[src/rtl/equalizer_cmul_pipe_pkg.sv]
// Shared equalizer definitions: default datapath widths and the full-precision
// width rule used by the complex multiplier and its round/saturate stage.
package equalizer_cmul_pipe_pkg;

  localparam int A_W_DEF    = 16;
  localparam int B_W_DEF    = 16;
  localparam int OUT_W_DEF  = 16;
  localparam int SHIFT_DEF  = 15;
  localparam int USER_W_DEF = 1;
  localparam int CNT_W      = 16;

  // One extra bit above the product width absorbs the re/im add or subtract.
  function automatic int full_w(input int aw, input int bw);
    return aw + bw + 1;
  endfunction

endpackage

[src/rtl/equalizer_round_sat.sv]
// Combinational round-half-up, arithmetic right shift and range reduction
// (clamp or wrap) of one full-precision component, with an overflow bit.
module equalizer_round_sat #(
  parameter int IN_W      = 33,
  parameter int SHIFT     = 15,
  parameter int OUT_WIDTH = 16,
  parameter bit SATURATE  = 1'b1
) (
  input  logic signed [IN_W-1:0]      din,
  output logic signed [OUT_WIDTH-1:0] dout,
  output logic                        ovf
);

  localparam int RS = (SHIFT > 0) ? SHIFT - 1 : 0;
  localparam logic signed [IN_W:0] RND_C = (SHIFT > 0) ? ((IN_W+1)'(1) << RS) : (IN_W+1)'(0);
  localparam logic signed [IN_W:0] MAX_C = ((IN_W+1)'(1) << (OUT_WIDTH - 1)) - (IN_W+1)'(1);
  localparam logic signed [IN_W:0] MIN_C = ~MAX_C;

  logic signed [IN_W:0] ext_s;
  logic signed [IN_W:0] rounded_s;
  logic signed [IN_W:0] shifted_s;

  // Guard bit keeps the rounding add from overflowing.
  assign ext_s     = {din[IN_W-1], din};
  assign rounded_s = ext_s + RND_C;
  assign shifted_s = rounded_s >>> SHIFT;

  // Range check and clamp/wrap selection.
  always_comb begin
    ovf  = (shifted_s > MAX_C) || (shifted_s < MIN_C);
    dout = shifted_s[OUT_WIDTH-1:0];
    if (ovf && SATURATE) begin
      if (shifted_s < MIN_C) begin
        dout = MIN_C[OUT_WIDTH-1:0];
      end else begin
        dout = MAX_C[OUT_WIDTH-1:0];
      end
    end else begin
      dout = shifted_s[OUT_WIDTH-1:0];
    end
  end

endmodule

[src/rtl/equalizer_cmul_pipe.sv]
// Four-stage signed complex multiplier (a*b or a*conj(b)) with rounding,
// saturation or wrap, valid/sideband alignment, ce stall and overflow counter.
module equalizer_cmul_pipe
  import equalizer_cmul_pipe_pkg::*;
#(
  parameter int A_WIDTH    = A_W_DEF,
  parameter int B_WIDTH    = B_W_DEF,
  parameter int OUT_WIDTH  = OUT_W_DEF,
  parameter int SHIFT      = SHIFT_DEF,
  parameter bit SATURATE   = 1'b1,
  parameter int USER_WIDTH = USER_W_DEF
) (
  input  logic                         clk,
  input  logic                         reset_n,
  input  logic                         ce,
  input  logic                         in_valid,
  input  logic                         conj,
  input  logic signed [A_WIDTH-1:0]    a_re,
  input  logic signed [A_WIDTH-1:0]    a_im,
  input  logic signed [B_WIDTH-1:0]    b_re,
  input  logic signed [B_WIDTH-1:0]    b_im,
  input  logic [USER_WIDTH-1:0]        in_user,
  input  logic                         clear_count,
  output logic                         out_valid,
  output logic signed [OUT_WIDTH-1:0]  p_re,
  output logic signed [OUT_WIDTH-1:0]  p_im,
  output logic [USER_WIDTH-1:0]        out_user,
  output logic                         sat_flag,
  output logic [CNT_W-1:0]             sat_count
);

  localparam int FULL_W = full_w(A_WIDTH, B_WIDTH);

  logic                      s1_v_r, s2_v_r, s3_v_r;
  logic                      s1_conj_r, s2_conj_r;
  logic signed [A_WIDTH-1:0] s1_ar_r, s1_ai_r;
  logic signed [B_WIDTH-1:0] s1_br_r, s1_bi_r;
  logic [USER_WIDTH-1:0]     s1_user_r, s2_user_r, s3_user_r;
  logic signed [FULL_W-1:0]  pp_rr_r, pp_ii_r, pp_ir_r, pp_ri_r;
  logic signed [FULL_W-1:0]  s3_re_r, s3_im_r;
  logic signed [OUT_WIDTH-1:0] re_q_s, im_q_s;
  logic                      re_ovf_s, im_ovf_s, ovf_s;

  equalizer_round_sat #(.IN_W(FULL_W), .SHIFT(SHIFT), .OUT_WIDTH(OUT_WIDTH), .SATURATE(SATURATE))
    u_rs_re (.din(s3_re_r), .dout(re_q_s), .ovf(re_ovf_s));
  equalizer_round_sat #(.IN_W(FULL_W), .SHIFT(SHIFT), .OUT_WIDTH(OUT_WIDTH), .SATURATE(SATURATE))
    u_rs_im (.din(s3_im_r), .dout(im_q_s), .ovf(im_ovf_s));

  assign ovf_s = re_ovf_s | im_ovf_s;

  // Valid pipeline: shifts on every ce-high edge.
  always_ff @(posedge clk or negedge reset_n) begin
    if (!reset_n) begin
      s1_v_r    <= 1'b0;
      s2_v_r    <= 1'b0;
      s3_v_r    <= 1'b0;
      out_valid <= 1'b0;
    end else if (ce) begin
      s1_v_r    <= in_valid;
      s2_v_r    <= s1_v_r;
      s3_v_r    <= s2_v_r;
      out_valid <= s3_v_r;
    end
  end

  // Data pipeline: each stage loads only for a valid incoming sample, so outputs hold across bubbles.
  always_ff @(posedge clk or negedge reset_n) begin
    if (!reset_n) begin
      s1_conj_r <= 1'b0;
      s1_ar_r   <= '0;
      s1_ai_r   <= '0;
      s1_br_r   <= '0;
      s1_bi_r   <= '0;
      s1_user_r <= '0;
      s2_conj_r <= 1'b0;
      pp_rr_r   <= '0;
      pp_ii_r   <= '0;
      pp_ir_r   <= '0;
      pp_ri_r   <= '0;
      s2_user_r <= '0;
      s3_re_r   <= '0;
      s3_im_r   <= '0;
      s3_user_r <= '0;
      p_re      <= '0;
      p_im      <= '0;
      out_user  <= '0;
      sat_flag  <= 1'b0;
    end else begin
      if (ce && in_valid) begin
        s1_conj_r <= conj;
        s1_ar_r   <= a_re;
        s1_ai_r   <= a_im;
        s1_br_r   <= b_re;
        s1_bi_r   <= b_im;
        s1_user_r <= in_user;
      end
      if (ce && s1_v_r) begin
        s2_conj_r <= s1_conj_r;
        pp_rr_r   <= FULL_W'(s1_ar_r) * FULL_W'(s1_br_r);
        pp_ii_r   <= FULL_W'(s1_ai_r) * FULL_W'(s1_bi_r);
        pp_ir_r   <= FULL_W'(s1_ai_r) * FULL_W'(s1_br_r);
        pp_ri_r   <= FULL_W'(s1_ar_r) * FULL_W'(s1_bi_r);
        s2_user_r <= s1_user_r;
      end
      if (ce && s2_v_r) begin
        s3_user_r <= s2_user_r;
        if (s2_conj_r) begin
          s3_re_r <= pp_rr_r + pp_ii_r;
          s3_im_r <= pp_ir_r - pp_ri_r;
        end else begin
          s3_re_r <= pp_rr_r - pp_ii_r;
          s3_im_r <= pp_ir_r + pp_ri_r;
        end
      end
      if (ce && s3_v_r) begin
        p_re     <= re_q_s;
        p_im     <= im_q_s;
        out_user <= s3_user_r;
        sat_flag <= ovf_s;
      end
    end
  end

  // Overflow counter: counts each overflowed result as it enters the output stage; clear wins.
  always_ff @(posedge clk or negedge reset_n) begin
    if (!reset_n) begin
      sat_count <= '0;
    end else if (clear_count) begin
      sat_count <= '0;
    end else if (ce && s3_v_r && ovf_s && (sat_count != 16'hFFFF)) begin
      sat_count <= sat_count + 16'd1;
    end else begin
      sat_count <= sat_count;
    end
  end

endmodule

[config.mk]
export PLATFORM = sky130hd
export DESIGN_NAME = equalizer_cmul_pipe
export DESIGN_NICKNAME = d
export VERILOG_FILES = /design/src/rtl/equalizer_cmul_pipe_pkg.sv /design/src/rtl/equalizer_round_sat.sv /design/src/rtl/equalizer_cmul_pipe.sv
export SDC_FILE = /design/constraint.sdc
export NUM_CORES = 2
export LEC_CHECK = 0
export ABC_AREA = 0
export BUFFER_PORTS_ARGS = -buffer_cell sky130_fd_sc_hd__buf_2
export CAP_MARGIN = 30
export CELL_PAD_IN_SITES_DETAIL_PLACEMENT = 0
export CELL_PAD_IN_SITES_GLOBAL_PLACEMENT = 2
export CORE_ASPECT_RATIO = 0.7
export CORE_UTILIZATION = 43
export DETAILED_ROUTE_END_ITERATION = 10
export GPL_TIMING_DRIVEN = 0
export HOLD_SLACK_MARGIN = 0.05
export PLACE_DENSITY = 0.89
export RECOVER_POWER = 50
export SYNTH_ARGS = -nofsm -noshare
export SYNTH_HDL_FRONTEND = slang
export SYNTH_SLANG_ARGS = --single-unit
[constraint.sdc]
create_clock -name clk -period 8.2 [get_ports clk]
set_clock_uncertainty 0.05 [all_clocks]
set_input_delay 1.64 -clock clk [delete_from_list [all_inputs] [get_ports clk]]
set_output_delay 1.64 -clock clk [all_outputs]
set_load 0.05 [all_outputs]
==> impl_metrics.ini <==
[logic_synthesis]
ys_types = 80
async_flop_share_pct = 100
synth_seq_cells = 289
yosys-top-cells-area = fa_1, dfrtp_1, ha_1
synth_nets = 7404
synth_top_area_share_pct = 38.7
synth_edf_count = 0
synthCells = 5890
syn_area_per_cell_um2 = 9.20
synth.largest_area_cell = fa_1
ys.flop_type = dfrtp_1
ys_warn_count = 0
seq_area_frac_synth_pct = 13.3
synthesis.area_um2 = 54200

[run]
maxCapViolations = 1

[layout]
layout_commonest_cell = inv_1
nets = 7617
n_fill_cell = 12100
drive_above_1_share_pct = 5.66
layout_common_cells = inv_1, fa_1, nand2_1
syn_to_final_growth_pct = 8.82

[sta]
tns_ps = -18.8
drv_slew = 91
worst_hold_slack_ps = 421
timing.final.crit_period_ps = 8220
fin_crit_sh_pct = 100
max_clock_freq_ghz = 0.122
setup_slack_ps = -18.8
hold_viol_final = 0
finalSetupViolations = 1
worst_slew_pin_slew_ps = 5450
grt_setup_unrepaired = false
relSlewSlack_pct = -263

[die]
core_um2 = 124000
io_pins = 122
die_w_um = 426
num_rows = 108
die_h_um = 299
initial_core_util_pct = 43.5
die_area_um2 = 127000

[outcome]
status = complete, but fails checks
violations = max-capacitance violations, max-slew violations, negative setup slack

[route]
wl_per_cell_um = 24.5
final_antenna_net_count = 0
first_pass_iters = 6
wl_um = 191000
drt_iter0_drc = 4154
via_count = 42300
remaining_drc_errors = 0
via_per_inst = 5.42

[global_routing]
grt_pass1_wl_um = 285000
antenna_found_initial = 23
grtUsageTotal_pct = 30.7
grt_pass1_vias = 42600
grt_max_degree = 110
grt-ovfl-total = 0

[critical_path]
r2r_setup_slack_ps = -20
r2r-start = s1_br_r[5]$_DFFE_PN0P_
crit_path_end = pp_ir_r[30]$_DFFE_PN0P_
crit_top_cell = fa_1
endpoint_kind = register
cpMaxStageDelayCell = clkbuf_1
crit_type = reg2reg
startpoint = s1_br_r[5]$_DFFE_PN0P_
required_ps = 8640
cp.arrival_ps = 8660
slowest_delay_ps = 860
ff2ff_path_depth = 20
crit_path_start_kind = register
cp_max_fo = 10
path_cells = clkbuf_1 > and2_1 > fa_1 > fa_1 > fa_1 > fa_1 > fa_1 > inv_1 > fa_1 > inv_1 > ha_1 > clkbuf_1 > nand2_1 > or3_1 > or3_1 > a21oi_1 > o41ai_1 > a21oi_1 > mux2i_1 > o311ai_1
r2r_end = pp_ir_r[30]$_DFFE_PN0P_

[placement]
io_buffers = 119
routabilityCongestion = 0.976
hpwl_um = 161000

[cts]
root_buffer = clkbuf_16
clk_pin_slew_worst_paths_ps = 60
cts_tree = yes
clockBufferDepth = 3
cts_buffers = 38
clk_latency_ps = 650
cts_setup_buffers = 0
cts.htree.levels = 2
cts.sinks = 289

[hold_path]
hold_path.class = reg2reg
==> cells in the mapped netlist, types with 5 or more instances <==
cell       number
inv_1        1165
xor2_1        111
and4_1          7
o21ai_0       113
o31ai_1        14
o21bai_1       21
nand4_1        22
dfrtp_1       289
o21a_1          9
nor3b_1        13
nand2_1       763
or3_1          16
o21ai_1       117
mux2_2         73
clkbuf_1      250
nand3_1        51
a21boi_1        7
o211ai_1       17
ha_1          395
and2_1        509
a21oi_1       174
a21o_1         76
fa_1         1048
nor4_1         15
a2111oi_0       5
nor2b_1        11
or2_2           7
o311ai_1        6
a211oi_1       16
nand2b_1       26
and3_1         38
a31oi_1        24
nor3_1         46
buf_1          11
xnor2_1       154
a211o_1         6
nor2_1        181
mux2i_1         6
==> cells by family (layout without fill, tap and decap cells) <==
kind of cell               Yosys count  after routing  synth area share (%)
AOI/OAI and AO/OA                  652            652                  7.29
adders and majority gates         1443           1443                  47.8
other                                0             17                     0
buffers and inverters             1431           1672                  9.93
and+or+nand+nor                   1730           1730                  15.6
muxes                               79             79                  1.63
xor gates and xnor gates           266            266                  4.31
DFF                                289            289                  13.3
==> flip-flops by register name (all words and copies together), names as in the netlist, 16 cells and up <==
register	flops
pp_ri_r	32
p_re	16
pp_ir_r	32
s1_ai_r	16
s1_bi_r	16
s1_br_r	16
s1_ar_r	16
p_im	16
pp_rr_r	32
s3_im_r	19
s3_re_r	19
sat_count	16
pp_ii_r	32
==> metrics by stage <==
stage                     instance area, um2  utilization (%)  setup WS [ps]  std cells
after global routing                   58900             47.3           16.1       7781
final                                  59000             47.4          -18.8       7798
after detailed placement               57400             46.1          -14.3       7696
after global placement                 56800             45.7           -614       7659
after CTS                              58700             47.2            153       7764
after floorplan                        54200                -           2030       5890
==> area by class of cell <==
type / instances / area [um2] / share of cell area, %
Multi-Input combinational cell: 4170 / 41600 / 70.5
Sequential cell: 289 / 7230 / 12.3
Buffer: 265 / 1020 / 1.74
Antenna cell: 17 / 42.5 / 0.0722
Inverter: 1166 / 4380 / 7.43
Clock buffer: 49 / 1060 / 1.80
Timing Repair Buffer: 173 / 1320 / 2.23
Clock inverter: 19 / 263 / 0.446
Tap cell: 1650 / 2060 / 3.50
==> critical path: cells and delay by family (launching register included) <==
kind / cells / cell delay (ps)
buffers and inverters: 4 / 1450
DFF: 1 / 570
AOI/OAI and AO/OA: 4 / 1270
adders and majority gates: 7 / 3180
and+or+nand+nor: 4 / 1280
muxes: 1 / 250
==> metal layers <==
metal  GRT usage, %  up-vias  wire length, um
li1               -    18400                -
met1           47.1    21800            86600
met2           41.7     1824            76000
met3           8.98      242            22800
met4           8.13        2             5890
met5              0        -               13
==> worst min-delay path by stage <==
stage                               start               endpoint  slack (ps)  depth (start not counted)
global placement    s1_conj_r$_DFFE_PN0P_  s2_conj_r$_DFFE_PN0P_         400                          2
detailed placement  s1_conj_r$_DFFE_PN0P_  s2_conj_r$_DFFE_PN0P_         400                          2
CTS                 s1_conj_r$_DFFE_PN0P_  s2_conj_r$_DFFE_PN0P_         420                          2
global route         p_im[15]$_DFFE_PN0P_   p_im[15]$_DFFE_PN0P_         450                          2
finish              s1_conj_r$_DFFE_PN0P_  s2_conj_r$_DFFE_PN0P_         420                          2
floorplan           s1_conj_r$_DFFE_PN0P_  s2_conj_r$_DFFE_PN0P_         380                          2
==> what timing repair did <==
item | in CTS | in global routing
gates cloned | 0 | 0
setup endpoints to repair | 2 | 5
pin swaps | 0 | 0
resized for setup | 2 | 31
hold buffers | 0 | 0
Power is left out: the tool's default activity adds up to more than one toggle a clock period on the data nets, which glitch-free logic cannot reach.
